**src/rtl/coco_bus_arbiter.sv**
```systemverilog
// Two-master bus arbiter with per-transaction timeout in front of the system bridge.
// Optional macro ARB_ROUND_ROBIN_EN selects round-robin tie-breaking; default is fixed priority to master 0.
module coco_bus_arbiter #(
    parameter int TIMEOUT = 16
) (
    input  logic        Clk,
    input  logic        Reset,

    input  logic [29:0] M0A,
    input  logic [3:0]  M0BE,
    input  logic [31:0] M0WData,
    input  logic        M0Req,
    input  logic        M0RW,
    output logic [31:0] M0RData,
    output logic        M0Ready,

    input  logic [29:0] M1A,
    input  logic [3:0]  M1BE,
    input  logic [31:0] M1WData,
    input  logic        M1Req,
    input  logic        M1RW,
    output logic [31:0] M1RData,
    output logic        M1Ready,

    output logic [29:0] PrA,
    output logic [3:0]  PrBE,
    output logic [31:0] PrWData,
    output logic        PrReq,
    output logic        PrRW,
    input  logic [31:0] PrRData,
    input  logic        PrReady,

    output logic [1:0]  Gnt,
    output logic        BusErr
);

    typedef enum logic [1:0] {
        IDLE = 2'd0,
        OWN0 = 2'd1,
        OWN1 = 2'd2
    } state_t;

    localparam logic [7:0] TMO_LAST = 8'(TIMEOUT - 1);

    state_t     state_q, state_d;
    logic [7:0] cnt_q, cnt_d;

    logic own0, own1, own;
    logic req_g;
    logic tmo;
    logic tie_win1;

    assign own0  = (state_q == OWN0);
    assign own1  = (state_q == OWN1);
    assign own   = own0 | own1;
    assign req_g = (own0 & M0Req) | (own1 & M1Req);

    // A timeout only fires while the owner still requests and the bridge is silent.
    assign tmo   = own & req_g & ~PrReady & (cnt_q == TMO_LAST);

`ifdef ARB_ROUND_ROBIN_EN
    logic last_q, last_d;

    assign tie_win1 = ~last_q;

    always_ff @(posedge Clk or posedge Reset) begin
        if (Reset) begin
            last_q <= 1'b1;
        end else begin
            last_q <= last_d;
        end
    end
`else
    assign tie_win1 = 1'b0;
`endif

    always_ff @(posedge Clk or posedge Reset) begin
        if (Reset) begin
            state_q <= IDLE;
            cnt_q   <= 8'd0;
        end else begin
            state_q <= state_d;
            cnt_q   <= cnt_d;
        end
    end

    always_comb begin
        state_d = state_q;
        cnt_d   = cnt_q;
`ifdef ARB_ROUND_ROBIN_EN
        last_d  = last_q;
`endif
        case (state_q)
            IDLE: begin
                cnt_d = 8'd0;
                if (M0Req && M1Req) begin
                    state_d = tie_win1 ? OWN1 : OWN0;
                end else if (M0Req) begin
                    state_d = OWN0;
                end else if (M1Req) begin
                    state_d = OWN1;
                end
            end
            OWN0, OWN1: begin
                if (!req_g) begin
                    state_d = IDLE;
                end else if (PrReady) begin
                    state_d = IDLE;
`ifdef ARB_ROUND_ROBIN_EN
                    last_d  = own1;
`endif
                end else if (tmo) begin
                    state_d = IDLE;
                end else begin
                    cnt_d = cnt_q + 8'd1;
                end
            end
            default: begin
                state_d = IDLE;
                cnt_d   = 8'd0;
            end
        endcase
    end

    // Bridge side is fully gated: only the owner's signals are forwarded.
    always_comb begin
        PrA     = '0;
        PrBE    = '0;
        PrWData = '0;
        PrReq   = 1'b0;
        PrRW    = 1'b0;
        if (own0) begin
            PrA     = M0A;
            PrBE    = M0BE;
            PrWData = M0WData;
            PrReq   = M0Req;
            PrRW    = M0RW;
        end else if (own1) begin
            PrA     = M1A;
            PrBE    = M1BE;
            PrWData = M1WData;
            PrReq   = M1Req;
            PrRW    = M1RW;
        end
    end

    // A dropped request suppresses Ready; a timeout forces Ready with zero data.
    always_comb begin
        M0Ready = 1'b0;
        M1Ready = 1'b0;
        M0RData = '0;
        M1RData = '0;
        if (own0) begin
            M0Ready = req_g & (PrReady | tmo);
            M0RData = tmo ? 32'h0000_0000 : PrRData;
        end else if (own1) begin
            M1Ready = req_g & (PrReady | tmo);
            M1RData = tmo ? 32'h0000_0000 : PrRData;
        end
    end

    assign Gnt    = {own1, own0};
    assign BusErr = tmo;

endmodule

```
**config.mk**
```make
export PLATFORM = sky130hd
export DESIGN_NAME = coco_bus_arbiter
export DESIGN_NICKNAME = d
export VERILOG_FILES = /design/src/rtl/coco_bus_arbiter.sv
export SDC_FILE = /design/constraint.sdc
export NUM_CORES = 1
export LEC_CHECK = 0
export CAP_MARGIN = 5
export CORE_AREA = 4 4 116 118
export DETAILED_ROUTE_END_ITERATION = 12
export DIE_AREA = 0 0 120 122
export HOLD_SLACK_MARGIN = 0.12
export PLACE_DENSITY_LB_ADDON = 0.1
export SYNTH_ARGS = -nofsm -noshare
export SYNTH_HDL_FRONTEND = slang
export SYNTH_SLANG_ARGS = --single-unit
```
**constraint.sdc**
```tcl
create_clock -name Clk -period 3.2 [get_ports Clk]
set_clock_uncertainty 0.2 [all_clocks]
set_input_delay 0.64 -clock Clk [delete_from_list [all_inputs] [get_ports Clk]]
set_output_delay 0.64 -clock Clk [all_outputs]
set_load 0.01 [all_outputs]
```
==> impl_metrics.toml <==
[outcome]
outcome = "finished clean"

[routing]
routed_via_density = 4.467
wl_per_cell_microns = 22.31
wirelength_microns = 15690
drtIter0Drc = 158
antenna_left = 0
first_pass_iters = 4
top_layer_used = "met5"
wl_met1_microns = 5972
met3_wirelength_microns = 2113
drc_errors = 0
met2_length_microns = 7472
vias = 3140

[floorplan]
die_w_microns = 120
die_area_sq_mm = 0.01464
num_rows = 41
die_h_microns = 122
coreArea_sq_mm = 0.01247
initial_core_util = 0.1466
ios = 308

[global_routing]
grt.overflow.total = 0
grt_pass1_wl_microns = 20930
grt_max_degree = 76
track_usage = 0.1921
grt_pass1_vias = 3097
antenna_found_initial = 1

[min_path]
hold_path.class = "reg2reg"

[logic_synthesis]
synthTopCellsByArea = "a22o_1 32%, and3_1 22%, dfrtp_1 14%, clkbuf_1 3.7%, buf_6 3.7%"
netlist-cell-type-count = 34
yosysSeqAreaShare = 0.1369
syn_area_sq_mm = 0.001828
yosysTopAreaCellShare = 0.3162
yosys.area.top_type = "a22o_1"
synthCells = 233
syn-num-nets = 408
synth.avg_cell_area_sq_um = 7.846
yosysWarningCount = 0
synth_seq_cells = 10

[timing]
finalSetupViolCount = 0
slew_headroom = 0.6261
min_period_ps = 3185
drv_slew = 0
post-route-period-util = 0.9954
whs_ps = 365.9
rsz0062_at_grt = "yes"
max_slew.worst_pin.slew_ps = 559.8
max_freq_mhz = 314.0
hold_violations = 0

[pwr]
seqPwrFrac = 0.055
internal-power_mw = 1.647
p_switching_mw = 1.230
p_sw_frac = 0.4275
powerDensity_mw_per_mm2 = 540.1
leakagePower_nw = 2.766
power_mw = 2.877
ir_drop_mv = 0.3581
clkPwrFrac = 0.086
comb_power_share = 0.859

[setup_path]
worst-setup-path-type = "reg2out"
critPathMaxStageDelay_ps = 550
slowest_stage = "clkdlybuf4s50_1"
cp.required_ps = 2360
startpoint_type = "flip-flop"
worstPathArrival_ps = 2350
crit_fanout = 21
worst_setup_path_end_kind = "primary output"
crit_chain = "inv_1 > ha_4 > nor2b_4 > bufbuf_16 > a22o_1 > clkdlybuf4s50_1"

[clock_network]
cts.sinks = 10
clockBufferDepth = 2
insertion_delay_ps = 240
cts_tree = "done"
clk_pin_slew_ps = 40
cts_hold_buf = 0
h-tree-depth = 1
cts-root-buf = "clkbuf_16"
numCtsBuffers = 3

[cells_and_area]
fillers = 1271
layout_common_cells = "218 x clkdlybuf4s50_1, 78 x dlygate4sd2_1, 66 x a22o_1"
nets = 706
drive_above_1_share = 0.05849
layout_commonest_cell = "clkdlybuf4s50_1"
area_growth_pct = 191.4

[placed_design]
numPortBuffers = 307
gp_congestion = 0.7762
dp_hpwl_microns = 12370

[run]
cap_viol_max_count = 0
-- worst max-delay path: cells and delay by family (launching register included) --
kind            cells  cell delay [ps]
compound gates      1              140
fa+ha+maj           1              200
simple gates        1              280
buf+inv             3             1070
flops               1              420
-- what timing repair did --
action                                 CTS  global route
setup buffers                            0             1
endpoints found under the hold margin    0             0
pin swaps                                1             1
setup endpoints to repair               90            52
gates cloned                             4             2
gates resized for setup                 85            14
-- cells in the mapped netlist --
library cell  count
buf_2             2
inv_1             4
a211oi_2          1
and2_1            6
buf_1             4
and3_1           65
xor2_1            5
nand4_1           2
nor2b_1           1
buf_4             2
mux2i_1           1
nor4_1            1
o21ai_1           3
o2bb2a_1          1
nor3_1            2
nor3b_1           2
inv_2             1
nand3_1           3
a31o_1            2
nor2_1            1
a21oi_1           3
a22oi_2           1
a22o_1           66
buf_6             6
nor4_4            1
a41o_1            1
a21boi_1          1
nand2_1           8
nor4b_1           2
ha_1              4
dfrtp_1          10
nand3b_1          1
clkbuf_1         18
nand2b_1          2
-- state kept, by name (all words and copies together), names as in the netlist --
name and count:
state_q 2, cnt_q 8
-- worst paths after layout --
path                            start         end  slack, ps  depth (start not counted)
max reg2reg                state_q[0]  state_q[1]        950                          7
min in group asynchronous       Reset    cnt_q[7]        480                          2
max in group asynchronous       Reset  state_q[0]       2050                          2
min reg2reg                  cnt_q[1]    cnt_q[1]        370                          2
max                        state_q[0]      PrA[2]         10                          6
min                          cnt_q[1]    cnt_q[1]        370                          2
-- cell type report --
class                   instances  area (sq um)  area share
inverters                       5         18.77    0.003524
flip-flops and latches         10         250.2     0.04698
multi-input cells             186          1436      0.2697
well taps                     172         215.2     0.04040
diodes                          1         2.502   0.0004698
clock buffers                   4         88.84     0.01668
repair buffers                325          3314      0.6223
-- metal layers --
layer,track usage,vias up
li1,-,1510
met1,0.2300,1441
met2,0.3228,177
met3,0.09331,10
met4,0.02076,2
met5,0,-
-- metrics by stage --
stage / setup WS [ps] / TNS, ps / util / cell area [sq um] / instances
after global placement: -124.6 / -4805 / 0.4086 / 5094 / 691
final: 14.87 / 0 / 0.4273 / 5326 / 703
after CTS: -10.09 / -41.21 / 0.4201 / 5236 / 699
after detailed placement: -138.6 / -5843 / 0.4086 / 5094 / 691
after floorplan: 697.0 / 0 / - / 1828 / 233
after global routing: -95.75 / -1887 / 0.4271 / 5324 / 702
-- logic make-up (layout without fill, tap and decap cells) --
family / Yosys count / count (layout) / share of synthesized area
adders and majority gates: 4 / 4 / 0.02738
muxes: 1 / 1 / 0.005476
buffers and inverters: 37 / 334 / 0.1061
other: 0 / 1 / 0
AOI/OAI and AO/OA: 79 / 79 / 0.3710
DFF: 10 / 10 / 0.1369
xor gates and xnor gates: 5 / 5 / 0.02396
and+or+nand+nor: 97 / 97 / 0.3292
-- power by group through the flow --
stage | Combinational, mW | Sequential (mW) | Clock (mW)
2_1_floorplan | 1.05 | 0.153 | 0
3_3_place_gp | 2.57 | 0.159 | 0
3_5_place_dp | 2.55 | 0.159 | 0
4_1_cts | 2.49 | 0.159 | 0.252
5_1_grt | 2.64 | 0.162 | 0.258
6_report | 2.47 | 0.159 | 0.248
No activity file was read; power rests on OpenSTA's default activity.
